$ cat src/rtl/cpu_pkg.sv
// Shared decode constants, ALU opcode encodings and the ID/EX control bundle
// used by the decode stage of the five-stage pipeline.
package cpu_pkg;

  localparam logic [5:0] OP_RTYPE = 6'h00;
  localparam logic [5:0] OP_BEQ   = 6'h04;
  localparam logic [5:0] OP_BNE   = 6'h05;
  localparam logic [5:0] OP_ADDI  = 6'h08;
  localparam logic [5:0] OP_ANDI  = 6'h0C;
  localparam logic [5:0] OP_ORI   = 6'h0D;
  localparam logic [5:0] OP_XORI  = 6'h0E;
  localparam logic [5:0] OP_LUI   = 6'h0F;
  localparam logic [5:0] OP_LW    = 6'h23;
  localparam logic [5:0] OP_SW    = 6'h2B;

  localparam logic [5:0] FN_SLL = 6'h00;
  localparam logic [5:0] FN_SRL = 6'h02;
  localparam logic [5:0] FN_SRA = 6'h03;
  localparam logic [5:0] FN_ADD = 6'h20;
  localparam logic [5:0] FN_SUB = 6'h22;
  localparam logic [5:0] FN_AND = 6'h24;
  localparam logic [5:0] FN_OR  = 6'h25;
  localparam logic [5:0] FN_XOR = 6'h26;

  localparam logic [3:0] ALUC_ADD = 4'b0000;
  localparam logic [3:0] ALUC_AND = 4'b0001;
  localparam logic [3:0] ALUC_XOR = 4'b0010;
  localparam logic [3:0] ALUC_SLL = 4'b0011;
  localparam logic [3:0] ALUC_SUB = 4'b0100;
  localparam logic [3:0] ALUC_OR  = 4'b0101;
  localparam logic [3:0] ALUC_LUI = 4'b0110;
  localparam logic [3:0] ALUC_SRL = 4'b0111;
  localparam logic [3:0] ALUC_SRA = 4'b1111;

  typedef struct packed {
    logic       wreg;
    logic       m2reg;
    logic       wmem;
    logic       aluimm;
    logic       shift;
    logic [3:0] aluc;
  } idex_ctrl_t;

endpackage

$ cat src/rtl/id_fwd_mux.sv
// Priority operand select for one register-file read port:
// r0 -> EX (non-load) -> MEM (load data or ALU) -> WB -> register file.
module id_fwd_mux #(
  parameter int DW = 32,
  parameter int AW = 5
) (
  input  logic [AW-1:0] r_i,
  input  logic [DW-1:0] q_i,
  input  logic          ex_wreg_i,
  input  logic          ex_m2reg_i,
  input  logic [AW-1:0] ex_rn_i,
  input  logic [DW-1:0] ex_alu_i,
  input  logic          mem_wreg_i,
  input  logic          mem_m2reg_i,
  input  logic [AW-1:0] mem_rn_i,
  input  logic [DW-1:0] mem_alu_i,
  input  logic [DW-1:0] mem_mo_i,
  input  logic          wb_wreg_i,
  input  logic [AW-1:0] wb_rn_i,
  input  logic [DW-1:0] wb_d_i,
  output logic [DW-1:0] d_o
);

  always_comb begin
    d_o = q_i;
    if (r_i == '0) begin
      d_o = '0;
    end else if (ex_wreg_i && !ex_m2reg_i && (ex_rn_i == r_i)) begin
      d_o = ex_alu_i;
    end else if (mem_wreg_i && (mem_rn_i == r_i)) begin
      d_o = mem_m2reg_i ? mem_mo_i : mem_alu_i;
    end else if (wb_wreg_i && (wb_rn_i == r_i)) begin
      // Register file writes on the edge that ends this cycle, so qa/qb are stale.
      d_o = wb_d_i;
    end
  end

endmodule

$ cat src/rtl/id_stage.sv
// Instruction-decode stage: decode, operand forwarding, load-use stall,
// branch resolution in ID and the ID/EX pipeline register.
module id_stage
  import cpu_pkg::*;
#(
  parameter int DW = 32,
  parameter int AW = 5
) (
  input  logic          clk,
  input  logic          clrn,
  input  logic [31:0]   inst,
  input  logic [DW-1:0] pc4,
  output logic [AW-1:0] rna,
  output logic [AW-1:0] rnb,
  input  logic [DW-1:0] qa,
  input  logic [DW-1:0] qb,
  input  logic          ex_wreg,
  input  logic          ex_m2reg,
  input  logic [AW-1:0] ex_rn,
  input  logic [DW-1:0] ex_alu,
  input  logic          mem_wreg,
  input  logic          mem_m2reg,
  input  logic [AW-1:0] mem_rn,
  input  logic [DW-1:0] mem_alu,
  input  logic [DW-1:0] mem_mo,
  input  logic          wb_wreg,
  input  logic [AW-1:0] wb_rn,
  input  logic [DW-1:0] wb_d,
  output logic          stall,
  output logic          br_taken,
  output logic [DW-1:0] br_target,
  output logic          e_wreg,
  output logic          e_m2reg,
  output logic          e_wmem,
  output logic          e_aluimm,
  output logic          e_shift,
  output logic [3:0]    e_aluc,
  output logic [DW-1:0] e_a,
  output logic [DW-1:0] e_b,
  output logic [DW-1:0] e_imm,
  output logic [AW-1:0] e_rn,
  output logic [DW-1:0] e_pc4
);

  logic [5:0]    op, fn;
  logic [AW-1:0] rs, rt, rd, dest;
  logic [DW-1:0] fwd_a, fwd_b, sext_imm, zext_imm, imm_ext;
  logic          wr_en, uses_rs, uses_rt, use_sext, is_beq, is_bne;
  idex_ctrl_t    dec;

  idex_ctrl_t    ctrl_d, ctrl_q;
  logic [DW-1:0] a_d, a_q, b_d, b_q, imm_d, imm_q, pc4_d, pc4_q;
  logic [AW-1:0] rn_d, rn_q;

  assign op  = inst[31:26];
  assign fn  = inst[5:0];
  assign rs  = inst[25:21];
  assign rt  = inst[20:16];
  assign rd  = inst[15:11];
  assign rna = rs;
  assign rnb = rt;

  assign sext_imm = {{(DW-16){inst[15]}}, inst[15:0]};
  assign zext_imm = {{(DW-16){1'b0}}, inst[15:0]};
  assign imm_ext  = use_sext ? sext_imm : zext_imm;

  id_fwd_mux #(.DW(DW), .AW(AW)) u_fwd_a (
    .r_i(rs), .q_i(qa),
    .ex_wreg_i(ex_wreg), .ex_m2reg_i(ex_m2reg), .ex_rn_i(ex_rn), .ex_alu_i(ex_alu),
    .mem_wreg_i(mem_wreg), .mem_m2reg_i(mem_m2reg), .mem_rn_i(mem_rn),
    .mem_alu_i(mem_alu), .mem_mo_i(mem_mo),
    .wb_wreg_i(wb_wreg), .wb_rn_i(wb_rn), .wb_d_i(wb_d),
    .d_o(fwd_a)
  );

  id_fwd_mux #(.DW(DW), .AW(AW)) u_fwd_b (
    .r_i(rt), .q_i(qb),
    .ex_wreg_i(ex_wreg), .ex_m2reg_i(ex_m2reg), .ex_rn_i(ex_rn), .ex_alu_i(ex_alu),
    .mem_wreg_i(mem_wreg), .mem_m2reg_i(mem_m2reg), .mem_rn_i(mem_rn),
    .mem_alu_i(mem_alu), .mem_mo_i(mem_mo),
    .wb_wreg_i(wb_wreg), .wb_rn_i(wb_rn), .wb_d_i(wb_d),
    .d_o(fwd_b)
  );

  // Unlisted opcodes/functs fall through the defaults and decode as a NOP.
  always_comb begin
    dec      = '0;
    dest     = rt;
    wr_en    = 1'b0;
    uses_rs  = 1'b0;
    uses_rt  = 1'b0;
    use_sext = 1'b1;
    is_beq   = 1'b0;
    is_bne   = 1'b0;
    case (op)
      OP_RTYPE: begin
        dest    = rd;
        wr_en   = 1'b1;
        uses_rs = 1'b1;
        uses_rt = 1'b1;
        case (fn)
          FN_ADD:  dec.aluc = ALUC_ADD;
          FN_SUB:  dec.aluc = ALUC_SUB;
          FN_AND:  dec.aluc = ALUC_AND;
          FN_OR:   dec.aluc = ALUC_OR;
          FN_XOR:  dec.aluc = ALUC_XOR;
          FN_SLL:  begin dec.aluc = ALUC_SLL; dec.shift = 1'b1; uses_rs = 1'b0; end
          FN_SRL:  begin dec.aluc = ALUC_SRL; dec.shift = 1'b1; uses_rs = 1'b0; end
          FN_SRA:  begin dec.aluc = ALUC_SRA; dec.shift = 1'b1; uses_rs = 1'b0; end
          default: begin wr_en = 1'b0; uses_rs = 1'b0; uses_rt = 1'b0; end
        endcase
      end
      OP_ADDI: begin wr_en = 1'b1; uses_rs = 1'b1; dec.aluimm = 1'b1; dec.aluc = ALUC_ADD; end
      OP_ANDI: begin wr_en = 1'b1; uses_rs = 1'b1; dec.aluimm = 1'b1; dec.aluc = ALUC_AND; use_sext = 1'b0; end
      OP_ORI:  begin wr_en = 1'b1; uses_rs = 1'b1; dec.aluimm = 1'b1; dec.aluc = ALUC_OR;  use_sext = 1'b0; end
      OP_XORI: begin wr_en = 1'b1; uses_rs = 1'b1; dec.aluimm = 1'b1; dec.aluc = ALUC_XOR; use_sext = 1'b0; end
      OP_LUI:  begin wr_en = 1'b1; dec.aluimm = 1'b1; dec.aluc = ALUC_LUI; use_sext = 1'b0; end
      OP_LW:   begin wr_en = 1'b1; uses_rs = 1'b1; dec.aluimm = 1'b1; dec.aluc = ALUC_ADD; dec.m2reg = 1'b1; end
      OP_SW:   begin uses_rs = 1'b1; uses_rt = 1'b1; dec.aluimm = 1'b1; dec.aluc = ALUC_ADD; dec.wmem = 1'b1; end
      OP_BEQ:  begin uses_rs = 1'b1; uses_rt = 1'b1; dec.aluc = ALUC_SUB; is_beq = 1'b1; end
      OP_BNE:  begin uses_rs = 1'b1; uses_rt = 1'b1; dec.aluc = ALUC_SUB; is_bne = 1'b1; end
      default: ;
    endcase
    dec.wreg = wr_en && (dest != '0);
  end

  assign stall = ex_wreg && ex_m2reg && (ex_rn != '0) &&
                 (((ex_rn == rs) && uses_rs) || ((ex_rn == rt) && uses_rt));

  assign br_taken  = !stall && ((is_beq && (fwd_a == fwd_b)) || (is_bne && (fwd_a != fwd_b)));
  assign br_target = pc4 + {sext_imm[DW-3:0], 2'b00};

  // A stalled cycle pushes an all-zero bubble; the same instruction re-decodes next cycle.
  always_comb begin
    ctrl_d = '0;
    a_d    = '0;
    b_d    = '0;
    imm_d  = '0;
    rn_d   = '0;
    pc4_d  = '0;
    if (!stall) begin
      ctrl_d = dec;
      a_d    = dec.shift ? {{(DW-5){1'b0}}, inst[10:6]} : fwd_a;
      b_d    = fwd_b;
      imm_d  = imm_ext;
      rn_d   = dest;
      pc4_d  = pc4;
    end
  end

  always_ff @(posedge clk or negedge clrn) begin
    if (!clrn) begin
      ctrl_q <= '0;
      a_q    <= '0;
      b_q    <= '0;
      imm_q  <= '0;
      rn_q   <= '0;
      pc4_q  <= '0;
    end else begin
      ctrl_q <= ctrl_d;
      a_q    <= a_d;
      b_q    <= b_d;
      imm_q  <= imm_d;
      rn_q   <= rn_d;
      pc4_q  <= pc4_d;
    end
  end

  assign e_wreg   = ctrl_q.wreg;
  assign e_m2reg  = ctrl_q.m2reg;
  assign e_wmem   = ctrl_q.wmem;
  assign e_aluimm = ctrl_q.aluimm;
  assign e_shift  = ctrl_q.shift;
  assign e_aluc   = ctrl_q.aluc;
  assign e_a      = a_q;
  assign e_b      = b_q;
  assign e_imm    = imm_q;
  assign e_rn     = rn_q;
  assign e_pc4    = pc4_q;

endmodule

$ cat config.mk
export PLATFORM = sky130hd
export DESIGN_NAME = id_stage
export DESIGN_NICKNAME = d
export VERILOG_FILES = /design/src/rtl/cpu_pkg.sv /design/src/rtl/id_fwd_mux.sv /design/src/rtl/id_stage.sv
export SDC_FILE = /design/constraint.sdc
export NUM_CORES = 1
export LEC_CHECK = 0
export CAP_MARGIN = 20
export CORE_AREA = 2 2 181 183
export DETAILED_ROUTE_END_ITERATION = 10
export DIE_AREA = 0 0 183 185
export SLEW_MARGIN = 20
export SYNTH_ARGS = -nofsm -noshare
export SYNTH_HDL_FRONTEND = slang
export SYNTH_SLANG_ARGS = --single-unit
$ cat constraint.sdc
create_clock -name clk -period 8.68 [get_ports clk]
set_input_delay 2.17 -clock clk [delete_from_list [all_inputs] [get_ports clk]]
set_output_delay 2.17 -clock clk [all_outputs]
set_load 0.1 [all_outputs]
# Word level (Yosys, flattened, before mapping)
# Index checks and enable logic that the tools add are counted.
# word_totals
ff_bits	142
inputBits	278
output_inout_bits	186
# op_classes
add_sub_neg	1
n_eq_ne	24
mux	32
reduce_logical	35
# ops
cell	count
$mux 32	15
$eq 6x6->1 const B	7
$add 32x32->32	1
$eq 32x32->1	1
$ne 32x32->1	1
$eq 5x5->1	6
$eq 6x4->1 const B	5
$pmux 4 s7	1
$pmux 4 s6	1
$logic_and 1x1->1	16
$reduce_or 8->1	2
$eq 6x2->1 const B	2
$eq 6x3->1 const B	2
$logic_not 6->1	2
$logic_not 5->1	2
$mux 5	2
$reduce_bool 5->1	2
$mux 1	9
$mux 9	1
$reduce_or 7->1	1
$pmux 1 s2	3
$reduce_or 3->1	2
$reduce_or 6->1	1
$reduce_or 5->1	1
4 further kinds	6

# Longest topological paths before layout
# Gate-level depths: netlist (run 1).
# logic_depth
depth_word	10
ltp_mapped	13
mapped_depth_nobuf	13

# Hierarchy
# Synthesis (run 1) repeated with hierarchy kept, for this count alone.
# hier_totals
cells_unflattened	1074
area_unflattened_um2	10413.7
# by_module_without_submodules
module	instances	cells_per_inst	area_each_um2	seq_area_each_um2
id_stage	1	648	6850.3	3178.0
id_fwd_mux	2	213	1781.7	0.0

# Worst setup path after synthesis (run 1)
# Ideal clock, no wire load.
# synth_timing
path_type	input to output
start	input port inst[1]
end	output port br_target[31]
arrival_time_ns	5.826
required_time_ns	6.510
setup_slack_ns	0.684
path_stages	11
n_path_buf	0
path_cell_list	ha_1 -> a21o_1 -> a21oi_1 -> o21ai_1 -> a2111o_1 -> a32oi_1 -> o21a_1 -> o311ai_0 -> a21oi_1 -> o21ai_0 -> xnor2_1
# synth_between
elab_chain_cells	1
# synth_rtl
element	line_no	source
start, declared	id_stage.sv:11	input logic [31:0] inst,
$add 32x32->32	id_stage.sv:131	assign br_target = pc4 + {sext_imm[DW-3:0], 2'b00};
end, declared	id_stage.sv:31	output logic [DW-1:0] br_target,
# No other way between the ends.

# Worst setup path in the final report (run 1)
# layout_timing
start	input port inst[19]
end	output port br_taken
# layout_between
elab_chain_cells	10
word_cells_on_any_way	21
# layout_rtl
element	line_no	source
$eq 5x5->1	id_fwd_mux.sv:32	end else if (wb_wreg_i && (wb_rn_i == r_i)) begin
$logic_and 1x1->1	id_fwd_mux.sv:32	
$mux 32	id_fwd_mux.sv:32	
$mux 32	id_fwd_mux.sv:30	end else if (mem_wreg_i && (mem_rn_i == r_i)) begin
$mux 32	id_fwd_mux.sv:28	end else if (ex_wreg_i && !ex_m2reg_i && (ex_rn_i == r_i)) begin
$mux 32	id_fwd_mux.sv:26	if (r_i == '0) begin
$eq 32x32->1 / $ne 32x32->1 (equally long branches)	id_stage.sv:130	assign br_taken = !stall && ((is_beq && (fwd_a == fwd_b)) || (is_bne && (fwd_a != fwd_b)));
$logic_and 1x1->1	id_stage.sv:130	
$logic_or 1x1->1	id_stage.sv:130	
$logic_and 1x1->1 (*)	id_stage.sv:130	
end, declared	id_stage.sv:30	output logic br_taken,
# Every way passes the cells marked *; elsewhere a longest branch is shown, timed or not.

==> results of run 1 <==
cells in the final DEF (no fill, tap or decap), types with 23 or more instances in the layout:
cell / n
ha_1: 29
nand3_1: 46
nor3_1: 33
nand2_1: 31
nand4_1: 23
buf_4: 48
a21oi_1: 54
mux2i_1: 28
a21o_1: 30
dfrtp_1: 127
nor2_1: 98
nor2b_1: 54
xnor2_1: 73
a32oi_1: 26
and3_1: 43
clkdlybuf4s50_1: 435
o21ai_0: 43
final timing paths:
check                      startpoint                   to
max                          inst[19]             br_taken
min                              clrn    e_a[11]$_DFF_PN0_
max in group asynchronous        clrn  e_pc4[24]$_DFF_PN0_
min in group clk               pc4[0]   e_pc4[0]$_DFF_PN0_
state kept, by name (all words and copies together) (netlist names):
name and cells:
e_wreg 1, e_shift 1, e_wmem 1, e_b 32, e_a 32, e_m2reg 1, e_pc4 32, e_rn 5
e_aluc 4, e_imm 17, e_aluimm 1
critical path, delay by kind of cell:
kind,cells,cell delay [ns]
mux,1,0.31
xor+xnor,2,0.41
buf+inv,3,1.16
compound gates,2,0.76
simple gates,5,1.24
power breakdown:
group          internal (mW)  switching, mW
logic                  0.384          0.913
clock network          0.490          0.322
registers              0.632         0.0130
total                   1.51           1.25
layout make-up:
| class | instances | area (um^2) | area share |
|---|---|---|---|
| Multi-Input combinational cell | 813 | 5620 | 0.377 |
| Timing Repair Buffer | 492 | 4870 | 0.327 |
| Sequential cell | 127 | 3180 | 0.213 |
| Tap cell | 408 | 510 | 0.0343 |
| Clock buffer | 19 | 443 | 0.0297 |
| Clock inverter | 13 | 185 | 0.0124 |
| Inverter | 19 | 71.3 | 0.00479 |
| Antenna cell | 6 | 15.0 | 0.00101 |
kinds of logic (layout without fill, tap and decap cells):
logic type	after synthesis	count (layout)	synth area share
xor gates and xnor gates	89	89	0.0828
and+or+nand+nor	364	364	0.203
buffers and inverters	125	543	0.0703
muxes	42	42	0.0465
adders and majority gates	31	31	0.0417
AOI/OAI and AO/OA	287	287	0.218
DFF	127	127	0.338
other	0	6	0
per-layer routing:
layer	vias up	part of all wire	global-route usage
met2	635	0.50	0.491
met1	5090	0.37	0.312
met3	95	0.088	0.0722
li1	4728	-	-
met4	0	0.039	0.115
met5	-	0	0
stage by stage:
step / setup slack (ns) / hold WS (ns)
after floorplan: 0.684 / 1.87
after global placement: 0.573 / 2.18
after detailed placement: 0.513 / 2.18
after CTS: 0.515 / 1.72
after global routing: 0.219 / 1.75
final: 0.448 / 1.71
==> impl_metrics.yaml, run 1 <==
status:
  status: "complete, no violations"
routing:
  dr.pass1.iters: 7
  drc: 0
  wirelength_um: 48300
  vias: 10548
  drt-wirelength-per-cell_um: 25.4
  vias_per_cell: 5.56
  drt_iter0_drc: 1099
  ant_nets: 0
synth:
  yosysUniqueCellTypes: 71
  synth_edf_count: 0
  yosysMostFrequentCell: "dfrtp_1"
  yosys_warnings: 0
  seq_area_frac_synth: 0.338
  yosys-top-cells-count: "dfrtp_1 (127), nor2_1 (98), xnor2_1 (74), nor2b_1 (55), a21oi_1 (54)"
  netlist_instances: 1065
  synth-seq-cells: 127
  synth.largest_area_cell: "dfrtp_1"
  avgSynthCellArea_um2: 8.84
  async_flop_share: 1.00
  synth_top_flop_cell: "dfrtp_1"
  synth_area_leaders: "dfrtp_1 (34%), xnor2_1 (6.9%), nor2_1 (3.9%), ha_1 (3.9%), nor2b_1 (3.7%)"
  synth.top_cell.area_share: 0.338
  synth_area_um2: 9420
  syn-num-nets: 1373
worst_setup_path:
  crit_path_frequent_cell: "xnor2_1"
  critPathSlowestCell: "clkdlybuf4s50_1"
  crit_fanout: 22
  cp-end-kind: "output port"
  startpoint_type: "input pin"
  path_cells: "clkdlybuf4s50_1, xnor2_1, buf_4, and2_1, nand2_2, a221o_1, a32oi_1, xnor2_1, nand2_1, nor4_1, nand3_1, mux2i_1, buf_12"
  required_ns: 6.51
  crit_path_max_incr_delay_ns: 0.70
  cp_data_arrival_time_ns: 6.06
  crit_type: "in2out"
floorplan:
  pin_count: 464
  floorplan.die.height_um: 185
  fp.dieW_um: 183
  row_count: 66
  start_util: 0.294
  dieArea_um2: 33900
  core-area_um2: 32000
placed_design:
  dp_cells: 1859
  hpwl_um: 37300
  portBuffers: 463
  post_dp_cell_area_um2: 14200
  place.gp.congestion: 0.965
final_layout:
  utilization: 0.465
  area_growth_pct: 58.2
  final_nets: 1778
  fin_area_um2: 14900
  nFillCells: 3104
  stdcell_count: 1897
  drive_above_1_share: 0.0843
pwr:
  p_leak_nw: 6.13
  power_density_nw_per_um2: 185
  peakVddDrop_mv: 0.112
  total_power_mw: 2.75
grt:
  overflow: 0
  grt_pass1_vias: 10443
  antenna_found_initial: 7
  grt_pass1_wl_um: 68700
  grt_max_degree: 69
  grt_usage: 0.275
sta:
  final-hold-violation-count: 0
  fin_crit_ns: 8.23
  fin_setup_tns_ns: 0
  relSlewSlack: 0.247
  final_max_slew_viol_count: 0
  fmax_mhz: 121
  setup-violations-final: 0
  fin_crit_sh: 0.948
  rsz0062_at_grt: "no"
  worstMarginPinSlew_ns: 1.13
clock_network:
  cts_setup_buffers: 0
  postCtsResizedCells: 0
  cts_buffer_depth: 2
  cts_made_buffers: 17
  clk_pin_slew_ns: 0.06
  h-tree-depth: 4
  cts.sinks: 127
  cts_hold_buf: 0
  cts_root_buf: "clkbuf_16"
  cts_tree: "built"
flow_run:
  drv_cap: 0
worst_hold_path:
  min_path_type: "in2async"
No activity file was read; power rests on OpenSTA's default activity.
==> run 2, diff against run 1 <==
--- a/config.mk
+++ b/config.mk
@@ -9,6 +9,9 @@
 export CORE_AREA = 2 2 181 183
 export DETAILED_ROUTE_END_ITERATION = 10
 export DIE_AREA = 0 0 183 185
+export GPL_TIMING_DRIVEN = 0
+export HOLD_SLACK_MARGIN = 0.15
+export SKIP_LAST_GASP = 1
 export SLEW_MARGIN = 20
 export SYNTH_ARGS = -nofsm -noshare
 export SYNTH_HDL_FRONTEND = slang
==> run 2 against run 1 <==
Clock-buffer cell count rose by 1. Critical endpoint unchanged. Power fell by 2.9%. Setup slack got worse by 0.59 ns. Critical path type unchanged. Via count rose by 5.3%. Non-clock buffer count rose by 74. The flow now finishes with violations (setup timing). Highest routed layer is now met5.
==> impl_metrics.yaml, run 2 (same netlist as run 1, synthesis figures left out) <==
final_layout:
  final_nets: 1852
  layout_common_cells: "clkdlybuf4s50_1 (444), dfrtp_1 (127), nor2_1 (98), xnor2_1 (74), nor2b_1 (55)"
  stdcell_count: 1972
  drive_above_1_share: 0.0918
  layout_commonest_cell: "clkdlybuf4s50_1"
  nFillCells: 3087
  multiInputGateArea_um2: 5590
  regArea_um2: 3180
  utilization: 0.473
  fin_area_um2: 15100
  area_growth_pct: 60.9
sta:
  rsz0062_at_grt: "yes"
  setup_slack_ns: -0.142
  setup-violations-final: 1
  hold_slack_ns: 1.61
  fin_crit_sh: 1.02
  relSlewSlack: 0.290
  fmax_mhz: 113
  final_max_slew_viol_count: 0
  worstMarginPinSlew_ns: 1.06
  final-hold-violation-count: 0
  fin_crit_ns: 8.82
floorplan:
  core-area_um2: 32000
  row_count: 66
  dieArea_um2: 33900
  start_util: 0.294
  floorplan.die.height_um: 185
  fp.dieW_um: 183
  pin_count: 464
worst_setup_path:
  cp.depth: 13
  crit_path_frequent_cell: "xnor2_1"
  crit_path_max_incr_delay_ns: 0.64
  crit_type: "in2out"
  crit_fanout: 10
  critPathSlowestCell: "clkdlybuf4s50_1"
  required_ns: 6.51
  path_cells: "clkdlybuf4s50_1, xnor2_1, nand2_1, clkbuf_1, o21ai_0, a311oi_1, a31oi_1, xnor2_1, nand4_1, nor3_1, nand3_1, mux2i_1, buf_2"
  cp-end-kind: "output port"
  worst-path-buf-inv: 3
  crit_end: "br_taken"
  cp_data_arrival_time_ns: 6.65
  critical-path-top-delay-family: "buffers and inverters"
  startpoint_type: "input pin"
  crit_start: "inst[19]"
clock_network:
  clk_pin_slew_ns: 0.06
  h-tree-depth: 4
  cts_root_buf: "clkbuf_16"
  cts.sinks: 127
  cts_tree: "built"
  cts_made_buffers: 17
  cts_buffer_depth: 2
  cts_setup_buffers: 0
status:
  violations: "setup timing"
  status: "complete, but fails checks"
routing:
  vias_per_cell: 5.63
  drc: 0
  top_layer: "met5"
  vias: 11107
  wl_met1_um: 19600
  dr_wl_met3_um: 4870
  drt-wirelength-per-cell_um: 26.5
  dr.pass1.iters: 8
  ant_nets: 0
  drt_iter0_drc: 1084
  wirelength_um: 52200
  wl_met2_um: 25700
placed_design:
  hpwl_um: 41400
  post_dp_cell_area_um2: 14600
  portBuffers: 459
  place.gp.congestion: 0.918
  dp_cells: 1933
flow_run:
  drv_cap: 0
grt:
  antenna_found_initial: 6
  grt_pass1_wl_um: 73600
  grt_pass1_vias: 10957
  grt_max_degree: 88
  overflow: 0
  grt_usage: 0.300
pwr:
  power_density_nw_per_um2: 177
  peakVddDrop_mv: 0.142
  p_leak_nw: 6.36
worst_hold_path:
  min_path_type: "in2async"
-- run 2: changes by cell type in the layout (fill, tap and decap cells not counted), moves of 2 or more --
cell	delta
clkbuf_2	+7
buf_4	-13
clkdlybuf4s50_1	+9
clkinv_4	+2
buf_12	-7
buf_6	+2
clkinvlp_4	-2
bufinv_16	-2
clkbuf_1	+36
dlymetal6s2s_1	+7
buf_2	+31
-- run 2: worst min-delay path by stage --
stage | start | slack [ns] | cells past startpoint | endpoint
global route | clrn | 1.61 | 1 | e_a[11]$_DFF_PN0_
finish | clrn | 1.61 | 1 | e_a[25]$_DFF_PN0_
detailed placement | clrn | 2.07 | 1 | e_a[25]$_DFF_PN0_
CTS | clrn | 1.61 | 1 | e_a[25]$_DFF_PN0_
global placement | inst[27] | 2.51 | 3 | e_aluc[1]$_DFF_PN0_
floorplan | clrn | 1.87 | 0 | e_a[0]$_DFF_PN0_
-- run 2: cell type report --
type                       instances  area share
antenna                            7     0.00116
buffer                           106      0.0392
clock buffer                      20      0.0288
clock inverter                    12     0.00900
inverter                          19     0.00471
multi-input combinational        813       0.369
sequential                       127       0.210
tap                              408      0.0337
timing repair buffer             460       0.305
-- run 2: report_power, final --
| group | leakage, nW | switching, mW | internal [mW] |
|---|---|---|---|
| Clock | 0.271 | 0.303 | 0.425 |
| Sequential | 1.51 | 0.0131 | 0.632 |
| Combinational | 4.58 | 0.920 | 0.381 |
| Total | 6.36 | 1.24 | 1.44 |
-- run 2: layer usage --
metal,up-vias,track usage
met4,2,0.115
met5,-,0
met1,5388,0.339
li1,4877,-
met2,711,0.532
met3,129,0.0883
-- run 2: timing repair --
item / in CTS / in global routing
pin swaps: 0 / 0
hold endpoints to repair: 0 / 0
setup endpoints to repair: 7 / 14
hold buffers: 0 / 0
gates resized for setup: 12 / 23
-- run 2: through the flow --
stage | setup WS [ns] | power [mW] | TNS, ns
final | -0.142 | 2.67 | -0.142
after global routing | -0.143 | 2.76 | -0.143
after CTS | -0.118 | 2.69 | -0.118
after detailed placement | -0.949 | 1.95 | -1.49
after global placement | -0.934 | 1.95 | -1.66
after floorplan | 0.684 | 1.51 | 0
